**src/rtl/complex_accumulator_pkg.sv**
```systemverilog
// Shared filter types and default widths for the complex tap accumulator
// and its output buffer.
package complex_accumulator_pkg;

   localparam int PP_W      = 52;
   localparam int DEF_ACC_W = 58;
   localparam int DEF_SHIFT = 24;
   localparam int DEF_OUT_W = 25;
   localparam int SAT_CNT_W = 16;

   typedef struct packed {
      logic signed [PP_W-1:0] i;
      logic signed [PP_W-1:0] q;
   } Partial_product;

   typedef struct packed {
      logic signed [DEF_OUT_W-1:0] i;
      logic signed [DEF_OUT_W-1:0] q;
   } Out_sample;

   typedef enum logic {
      ST_IDLE = 1'b0,
      ST_ACC  = 1'b1
   } acc_state_e;

endpackage

```
**src/rtl/sample_fifo2.sv**
```systemverilog
// Two-entry output buffer for finished samples; the head register drives the
// consumer directly so the presented sample stays stable under back-pressure.
module sample_fifo2
   import complex_accumulator_pkg::*;
(
   input  logic      clk,
   input  logic      rst_n,
   input  logic      in_valid,
   output logic      in_ready,
   input  Out_sample in_data,
   output logic      out_valid,
   input  logic      out_ready,
   output Out_sample out_data
);

   Out_sample head_q, head_d;
   Out_sample tail_q, tail_d;
   logic      head_valid_q, head_valid_d;
   logic      tail_valid_q, tail_valid_d;
   logic      push, pop;

   // A full buffer still takes a write when the head leaves in the same cycle.
   assign in_ready = !tail_valid_q || out_ready;
   assign push     = in_valid && in_ready;
   assign pop      = head_valid_q && out_ready;

   always_comb begin
      head_d       = head_q;
      tail_d       = tail_q;
      head_valid_d = head_valid_q;
      tail_valid_d = tail_valid_q;
      if (pop) begin
         if (tail_valid_q) begin
            head_d       = tail_q;
            head_valid_d = 1'b1;
            tail_valid_d = push;
            if (push) begin
               tail_d = in_data;
            end
         end else begin
            head_valid_d = push;
            if (push) begin
               head_d = in_data;
            end
         end
      end else if (push) begin
         if (!head_valid_q) begin
            head_d       = in_data;
            head_valid_d = 1'b1;
         end else begin
            tail_d       = in_data;
            tail_valid_d = 1'b1;
         end
      end
   end

   always_ff @(posedge clk or negedge rst_n) begin
      if (!rst_n) begin
         head_q       <= '0;
         tail_q       <= '0;
         head_valid_q <= 1'b0;
         tail_valid_q <= 1'b0;
      end else begin
         head_q       <= head_d;
         tail_q       <= tail_d;
         head_valid_q <= head_valid_d;
         tail_valid_q <= tail_valid_d;
      end
   end

   assign out_valid = head_valid_q;
   assign out_data  = head_q;

endmodule

```
**src/rtl/complex_accumulator.sv**
```systemverilog
// Accumulates complex partial products over the taps of one output sample,
// then rounds, saturates and buffers the result for a valid/ready consumer.
module complex_accumulator
   import complex_accumulator_pkg::*;
#(
   parameter int ACC_W = DEF_ACC_W,
   parameter int SHIFT = DEF_SHIFT,
   parameter int OUT_W = DEF_OUT_W
) (
   input  logic                 clk,
   input  logic                 rst_n,
   input  logic                 pp_valid,
   input  logic                 pp_first,
   input  logic                 pp_last,
   input  Partial_product       partialProduct,
   output Out_sample            result,
   output logic                 out_valid,
   input  logic                 out_ready,
   output logic [SAT_CNT_W-1:0] sat_count,
   output logic                 proto_err,
   output logic                 overrun,
   input  logic                 err_clr
);

   localparam logic signed [ACC_W:0]   HALF    = {{(ACC_W+1-SHIFT){1'b0}}, 1'b1, {(SHIFT-1){1'b0}}};
   localparam logic signed [OUT_W-1:0] OUT_MAX = {1'b0, {(OUT_W-1){1'b1}}};
   localparam logic signed [OUT_W-1:0] OUT_MIN = {1'b1, {(OUT_W-1){1'b0}}};
   localparam logic signed [ACC_W:0]   SAT_MAX = {{(ACC_W+1-OUT_W){1'b0}}, OUT_MAX};
   localparam logic signed [ACC_W:0]   SAT_MIN = {{(ACC_W+1-OUT_W){1'b1}}, OUT_MIN};

   acc_state_e                  state_q, state_d;
   logic signed [ACC_W-1:0]     acc_re_q, acc_re_d;
   logic signed [ACC_W-1:0]     acc_im_q, acc_im_d;
   logic                        done_q, done_d;
   logic                        proto_err_q, proto_err_d;
   logic                        overrun_q, overrun_d;
   logic [SAT_CNT_W-1:0]        sat_count_q, sat_count_d;
   logic [SAT_CNT_W-1:0]        sat_base;
   logic signed [ACC_W-1:0]     pp_re_ext, pp_im_ext;
   logic                        proto_event, overrun_event, sat_event;
   logic                        sat_re, sat_im;
   logic                        fifo_in_ready;
   Out_sample                   rounded;

   // Bias by half an output LSB before the arithmetic shift so ties round up.
   function automatic logic signed [OUT_W-1:0] round_sat(input logic signed [ACC_W-1:0] acc,
                                                         output logic sat);
      logic signed [ACC_W:0]   biased;
      logic signed [ACC_W:0]   shifted;
      logic signed [OUT_W-1:0] res;
      biased  = {acc[ACC_W-1], acc} + HALF;
      shifted = biased >>> SHIFT;
      if (shifted > SAT_MAX) begin
         sat = 1'b1;
         res = OUT_MAX;
      end else if (shifted < SAT_MIN) begin
         sat = 1'b1;
         res = OUT_MIN;
      end else begin
         sat = 1'b0;
         res = shifted[OUT_W-1:0];
      end
      return res;
   endfunction

   assign pp_re_ext = {{(ACC_W-PP_W){partialProduct.i[PP_W-1]}}, partialProduct.i};
   assign pp_im_ext = {{(ACC_W-PP_W){partialProduct.q[PP_W-1]}}, partialProduct.q};

   // A first beat always restarts the sum; a continuation beat with no open
   // sample is dropped and only flagged.
   always_comb begin
      state_d     = state_q;
      acc_re_d    = acc_re_q;
      acc_im_d    = acc_im_q;
      done_d      = 1'b0;
      proto_event = 1'b0;
      if (pp_valid) begin
         if (pp_first) begin
            acc_re_d    = pp_re_ext;
            acc_im_d    = pp_im_ext;
            proto_event = (state_q == ST_ACC);
            done_d      = pp_last;
            state_d     = pp_last ? ST_IDLE : ST_ACC;
         end else if (state_q == ST_ACC) begin
            acc_re_d = acc_re_q + pp_re_ext;
            acc_im_d = acc_im_q + pp_im_ext;
            done_d   = pp_last;
            state_d  = pp_last ? ST_IDLE : ST_ACC;
         end else begin
            proto_event = 1'b1;
         end
      end
   end

   always_comb begin
      rounded   = '0;
      sat_re    = 1'b0;
      sat_im    = 1'b0;
      rounded.i = round_sat(acc_re_q, sat_re);
      rounded.q = round_sat(acc_im_q, sat_im);
   end

   assign overrun_event = done_q && !fifo_in_ready;
   assign sat_event     = done_q && (sat_re || sat_im);

   // A new error event in the same cycle as err_clr takes precedence.
   always_comb begin
      proto_err_d = proto_err_q;
      overrun_d   = overrun_q;
      sat_base    = sat_count_q;
      if (err_clr) begin
         proto_err_d = 1'b0;
         overrun_d   = 1'b0;
         sat_base    = '0;
      end
      if (proto_event) begin
         proto_err_d = 1'b1;
      end
      if (overrun_event) begin
         overrun_d = 1'b1;
      end
      sat_count_d = sat_base;
      if (sat_event && (sat_base != {SAT_CNT_W{1'b1}})) begin
         sat_count_d = sat_base + 1'b1;
      end
   end

   always_ff @(posedge clk or negedge rst_n) begin
      if (!rst_n) begin
         state_q     <= ST_IDLE;
         acc_re_q    <= '0;
         acc_im_q    <= '0;
         done_q      <= 1'b0;
         proto_err_q <= 1'b0;
         overrun_q   <= 1'b0;
         sat_count_q <= '0;
      end else begin
         state_q     <= state_d;
         acc_re_q    <= acc_re_d;
         acc_im_q    <= acc_im_d;
         done_q      <= done_d;
         proto_err_q <= proto_err_d;
         overrun_q   <= overrun_d;
         sat_count_q <= sat_count_d;
      end
   end

   sample_fifo2 u_fifo (
      .clk       (clk),
      .rst_n     (rst_n),
      .in_valid  (done_q),
      .in_ready  (fifo_in_ready),
      .in_data   (rounded),
      .out_valid (out_valid),
      .out_ready (out_ready),
      .out_data  (result)
   );

   assign sat_count = sat_count_q;
   assign proto_err = proto_err_q;
   assign overrun   = overrun_q;

endmodule

```
**config.mk**
```make
export PLATFORM = sky130hd
export DESIGN_NAME = complex_accumulator
export DESIGN_NICKNAME = d
export VERILOG_FILES = /design/src/rtl/complex_accumulator_pkg.sv /design/src/rtl/sample_fifo2.sv /design/src/rtl/complex_accumulator.sv
export SDC_FILE = /design/constraint.sdc
export NUM_CORES = 1
export LEC_CHECK = 0
export CAP_MARGIN = 20
export CORE_MARGIN = 2
export CORE_UTILIZATION = 59
export CTS_CLUSTER_DIAMETER = 50
export DETAILED_ROUTE_END_ITERATION = 8
export PLACE_DENSITY_LB_ADDON = 0.05
export SLEW_MARGIN = 5
export SYNTH_ARGS = -nofsm -noshare
export SYNTH_HDL_FRONTEND = slang
export SYNTH_HIERARCHICAL = 1
export SYNTH_SLANG_ARGS = --single-unit
```
**constraint.sdc**
```tcl
create_clock -name clk -period 3.85 [get_ports clk]
set_clock_uncertainty 0.15 [all_clocks]
set_input_delay 0.385 -clock clk [delete_from_list [all_inputs] [get_ports clk]]
set_output_delay 0.385 -clock clk [all_outputs]
set_load 0.01 [all_outputs]
```
# After elaboration in Yosys (flattened, before gate mapping)
# Index checks and enable logic that the tools add are counted.
[word_totals]
inputBits = 111
word_cells = 87
out_inout_bits = 69
regBits = 238
[op_classes]
eq_ne = 4
n_addsub = 5
n_lt_le_gt_ge = 4
reduce_logical = 19
mux = 42
[op_table]
columns = ["cell", "n"]
rows = [
  ["50-bit two-way mux", 9],
  ["58-bit two-way mux", 4],
  ["58-bit by 25-bit adder with 59-bit output (second input constant)", 2],
  ["58-bit by 52-bit adder with 58-bit output", 2],
  ["25-bit two-way mux", 4],
  ["35-bit by 25-bit > comparator with 1-bit output (second input constant)", 2],
  ["35-bit by 25-bit less-than comparator with 1-bit output (second input constant)", 2],
  ["16-bit two-way mux", 2],
  ["1-bit two-way mux", 23],
  ["16-bit by 1-bit adder with 16-bit output (second input constant)", 1],
  ["16-bit != test (second input constant)", 1],
  ["2-bit nonzero test", 6],
  ["1-bit logical AND", 5],
  ["2-bit != test (second input constant)", 2],
  ["2-bit AND reduction", 2],
  ["4-bit AND reduction", 1],
  ["3-bit AND reduction", 1],
  ["1-bit zero test", 2],
  ["1-bit logical OR", 2],
  ["2-bit by 1-bit != test with 1-bit output (second input constant)", 1],
]

# Longest topological paths before layout
[logic_depth]
ltp_word = 8
ltp_mapped = 14
ltp_nobuf = 14

# Modules after synthesis
# The synthesis kept the hierarchy.
[modules_own_cells]
columns = ["mod", "instances", "area_each_um2", "cells_per_inst"]
rows = [
  ["complex_accumulator", 1, 14009.7, 1843],
  ["sample_fifo2", 1, 4454.3, 291],
]

# Worst setup path after synthesis
# Ideal clock, no wire load.
[synth_path]
path_type = "input port to flip-flop"
from = "input partialProduct[0] in the netlist's numbering"
to = "register acc_im_q[56]"
t_required_ns = 3.622
path_stages = 14
setup_slack_ns = 0.344
arrival_ns = 3.278
path_buffers = 0
setup_time_ns = 0.078
path_cell_list = "ha_1 inv_1 fa_1 nand2b_1 a21oi_1 a41oi_1 o21a_1 o311ai_1 a21oi_1 o21a_1 o31ai_1 xnor2_1 o211a_1 a21oi_1"
[synth_between]
elab_chain_cells = 3
[synth_lines]
columns = ["item", "line_no", "rtl"]
rows = [
  ["start: declaration", "complex_accumulator.sv:15", "input Partial_product partialProduct,"],
  ["58-bit by 52-bit adder with 58-bit output", "complex_accumulator.sv:86", "acc_im_d = acc_im_q + pp_im_ext;"],
  ["58-bit two-way mux", "complex_accumulator.sv:84", "end else if (state_q == ST_ACC) begin"],
  ["58-bit two-way mux", "complex_accumulator.sv:78", "if (pp_first) begin"],
  ["end signal: assignment", "complex_accumulator.sv:140", "acc_im_q <= acc_im_d;"],
  ["end: declaration", "complex_accumulator.sv:33", "logic signed [ACC_W-1:0] acc_im_q, acc_im_d;"],
]
# Every way passes these cells. The select of a mux whose other input is x is not followed.
# A chain may end at the register's enable or synchronous reset.

# Worst setup path after layout
[layout_path]
from = "register acc_im_q[24]"
to = "register acc_im_q[57]"
[layout_between]
elab_chain_cells = 3
[layout_lines]
columns = ["item", "line_no"]
rows = [
  ["58-bit by 52-bit adder with 58-bit output", "complex_accumulator.sv:86"],
  ["58-bit two-way mux", "complex_accumulator.sv:84"],
  ["58-bit two-way mux", "complex_accumulator.sv:78"],
]
# Every way passes these cells. The select of a mux whose other input is x is not followed.

==> flow_metrics.env <==
export IMPL_status="complete, no violations"
export IMPL_hp_start="pp_first"
export IMPL_grt_use_met2_pct=49.19
export IMPL_seq_area_frac_synth_pct=32.26
export IMPL_antenna_left=0
export IMPL_dp_cells=2735
export IMPL_endpoint_kind="flip-flop"
export IMPL_cts_root_buf="clkbuf_16"
export IMPL_clockBufferDepth=3
export IMPL_rsz0062_at_grt="no"
export IMPL_reg2reg_from="acc_im_q[24]"
export IMPL_vias=17160
export IMPL_grt_met3_usage_pct=4.838
export IMPL_fill_cells=2343
export IMPL_first_global_vias=16700
export IMPL_arrival_ns=3.92
export IMPL_htree_num_levels=2
export IMPL_tns_ns=0
export IMPL_crit_fanout=6
export IMPL_initial_core_util_pct=60.20
export IMPL_syn_num_nets=2365
export IMPL_synth_area_leaders="dfrtp_1 32%, ha_1 8.0%, a21oi_1 5.8%"
export IMPL_synth_edf_count=0
export IMPL_busiest_layer="met2"
export IMPL_diodes=0
export IMPL_synth_top_area_share_pct=32.26
export IMPL_finalCoreUtilization_pct=74.09
export IMPL_synth_seq_cells=238
export IMPL_cts_sink_count=238
export IMPL_startpoint="acc_im_q[24]"
export IMPL_drt_pass1_iter_count=6
export IMPL_drtIter0Drc=1190
export IMPL_viasPerCell=6.121
export IMPL_die_y_um=180.9
export IMPL_maxCapViolCount=0
export IMPL_avgSynthCellArea_sq_um=8.652
export IMPL_core_rowCount=64
export IMPL_min_path_type="primary input to flip-flop"
export IMPL_place_gp_congestion=0.9345
export IMPL_start_kind="flip-flop"
export IMPL_grtUsageTotal_pct=31.37
export IMPL_ir_worst_vdd_mv=0.4775
export IMPL_drv_slew=0
export IMPL_post_cts_repair_setup_buffers=0
export IMPL_hold_viol=0
export IMPL_synth_cell_type_count=85
export IMPL_drt_total_wl_um=51150
export IMPL_area_delta_synth_final_pct=23.07
export IMPL_wl_per_cell_um=18.24
export IMPL_use_met1_pct=45.79
export IMPL_synth_async_reset_ratio_pct=100.0
export IMPL_dieArea_sq_mm=0.03273
export IMPL_finalCritPeriodShare_pct=94.64
export IMPL_layout_commonest_cell="dfrtp_1"
export IMPL_leakagePower_nw=9.807
export IMPL_grt_max_degree=106
export IMPL_pwr_density_cell_mw_per_mm2=710.2
export IMPL_grt_pass1_wl_um=85750
export IMPL_critical_path_required_ns=4.13
export IMPL_placed_cell_area_sq_mm=0.02135
export IMPL_max_freq_mhz=274.5
export IMPL_relSlewSlack_pct=28.03
export IMPL_fin_hold_ws_ns=0.08547
export IMPL_port_buffers=179
export IMPL_finalSetupViolations=0
export IMPL_cts_tree="done"
export IMPL_final_min_clock_period_ns=3.643
export IMPL_drc=0
export IMPL_ios=180
export IMPL_crit_type="flip-flop to flip-flop"
export IMPL_design_area_sq_mm=0.02272
export IMPL_die_x_um=180.9
export IMPL_fin_nets=2611
export IMPL_synthCells=2134
export IMPL_final_cell_mix="236 x dfrtp_1, 211 x a21oi_1, 202 x nand2_1"
export IMPL_synth_top_cell_by_area="dfrtp_1"
export IMPL_antenna_found_initial=1
export IMPL_gr_total_overflow=0
export IMPL_final_cells=2804
export IMPL_layout_drive_gt1_share_pct=15.99
export IMPL_yosysWarnings=6
export IMPL_path_clk_slew_ns=0.05
export IMPL_worst_pin_slew_ns=1.080
export IMPL_syn_area_sq_mm=0.01846
export IMPL_ys_flop_type="dfrtp_1"
export IMPL_cts_buffers_inserted=38
export IMPL_insertion_delay_ns=0.53
export IMPL_core_area_sq_mm=0.03067
export IMPL_hpwl_um=37180
[area by class of cell]
| type | instances | area, sq um | share of cell area, % |
|---|---|---|---|
| clock buffer | 51 | 1104 | 4.857 |
| sequential | 238 | 5958 | 26.22 |
| inverter | 44 | 165.2 | 0.7268 |
| clock inverter | 17 | 221.5 | 0.9746 |
| multi-input combinational | 1733 | 11850 | 52.13 |
| timing repair buffer | 325 | 2934 | 12.91 |
| tap | 396 | 495.5 | 2.180 |
[synthesized netlist by cell type (22+ instances only)]
library cell,instances
a21o_1,60
a21oi_1,213
a31oi_1,24
and3_1,40
clkbuf_1,93
dfrtp_1,238
ha_1,118
inv_1,43
mux2_4,50
nand2_1,202
nand3_1,54
nand4_1,45
nor2_1,152
o211ai_1,22
o21ai_0,186
o221a_2,40
or2_2,55
xnor2_1,91
xor2_1,80
[report_power, final]
group	switching (mW)	internal, mW	total, mW
registers	0.875	3.44	4.32
logic	4.17	4.08	8.25
clock network	1.28	2.29	3.57
total	6.32	9.82	16.1
[stage by stage]
stage | power, mW | worst slack [ns]
final | 16.14 | 0.2065
after global routing | 17.28 | 0.007476
after CTS | 16.07 | 0.02679
after detailed placement | 12.39 | -0.2880
after global placement | 12.16 | -0.2142
after floorplan | 9.633 | 0.3440
[critical path: stages (launching register included)]
cell,delay (ns)
dfrtp_2,0.46
ha_1,0.31
a211oi_1,0.24
o21bai_1,0.13
a311o_1,0.39
a221o_1,0.39
a211oi_4,0.27
buf_4,0.18
nor3_2,0.04
o21ai_2,0.14
o21ai_1,0.11
o31a_1,0.28
mux2_2,0.27
nor3_1,0.18
[sequential cells by signal, indices dropped and copies added (netlist names), 16 cells and up]
signal / cells
acc_im_q: 58
acc_re_q: 58
sat_count: 16
u_fifo/out_data: 50
u_fifo/tail_q: 50
[cells by family (layout without fill, tap and decap cells)]
group | Yosys count | count (layout) | share of synthesized area (%)
XOR/XNOR | 171 | 171 | 8.111
AO/OA/AOI/OAI | 711 | 711 | 24.80
buffers and inverters | 163 | 437 | 3.951
flip-flops | 238 | 238 | 32.26
multiplexers | 62 | 62 | 4.744
AND/OR/NAND/NOR | 669 | 669 | 17.92
adder cells (fa/ha/maj) | 120 | 120 | 8.213
[path summary, 6_finish.rpt]
check	to	slack, ns	cells past startpoint
min reg2reg	acc_re_q[12]	0.33	2
max	acc_im_q[57]	0.21	13
max in group asynchronous	acc_re_q[7]	2.20	3
min in group asynchronous	u_fifo/tail_q[30]	0.34	2
max reg2reg	acc_im_q[57]	0.21	13
min	acc_im_q[5]	0.09	3
[per-layer routing]
layer	wire length (um)	up-vias
li1	-	8313
met1	24120	8230
met2	22970	535
met3	3115	82
met4	933	2
met5	12	-
[what timing repair did]
| item | CTS | global route |
|---|---|---|
| resized for setup | 0 | 20 |
| setup endpoints to repair | 0 | 67 |
| endpoints found under the hold margin | 101 | 0 |
| hold buffers | 1 | 0 |
Power figures use the tool's default switching activity.
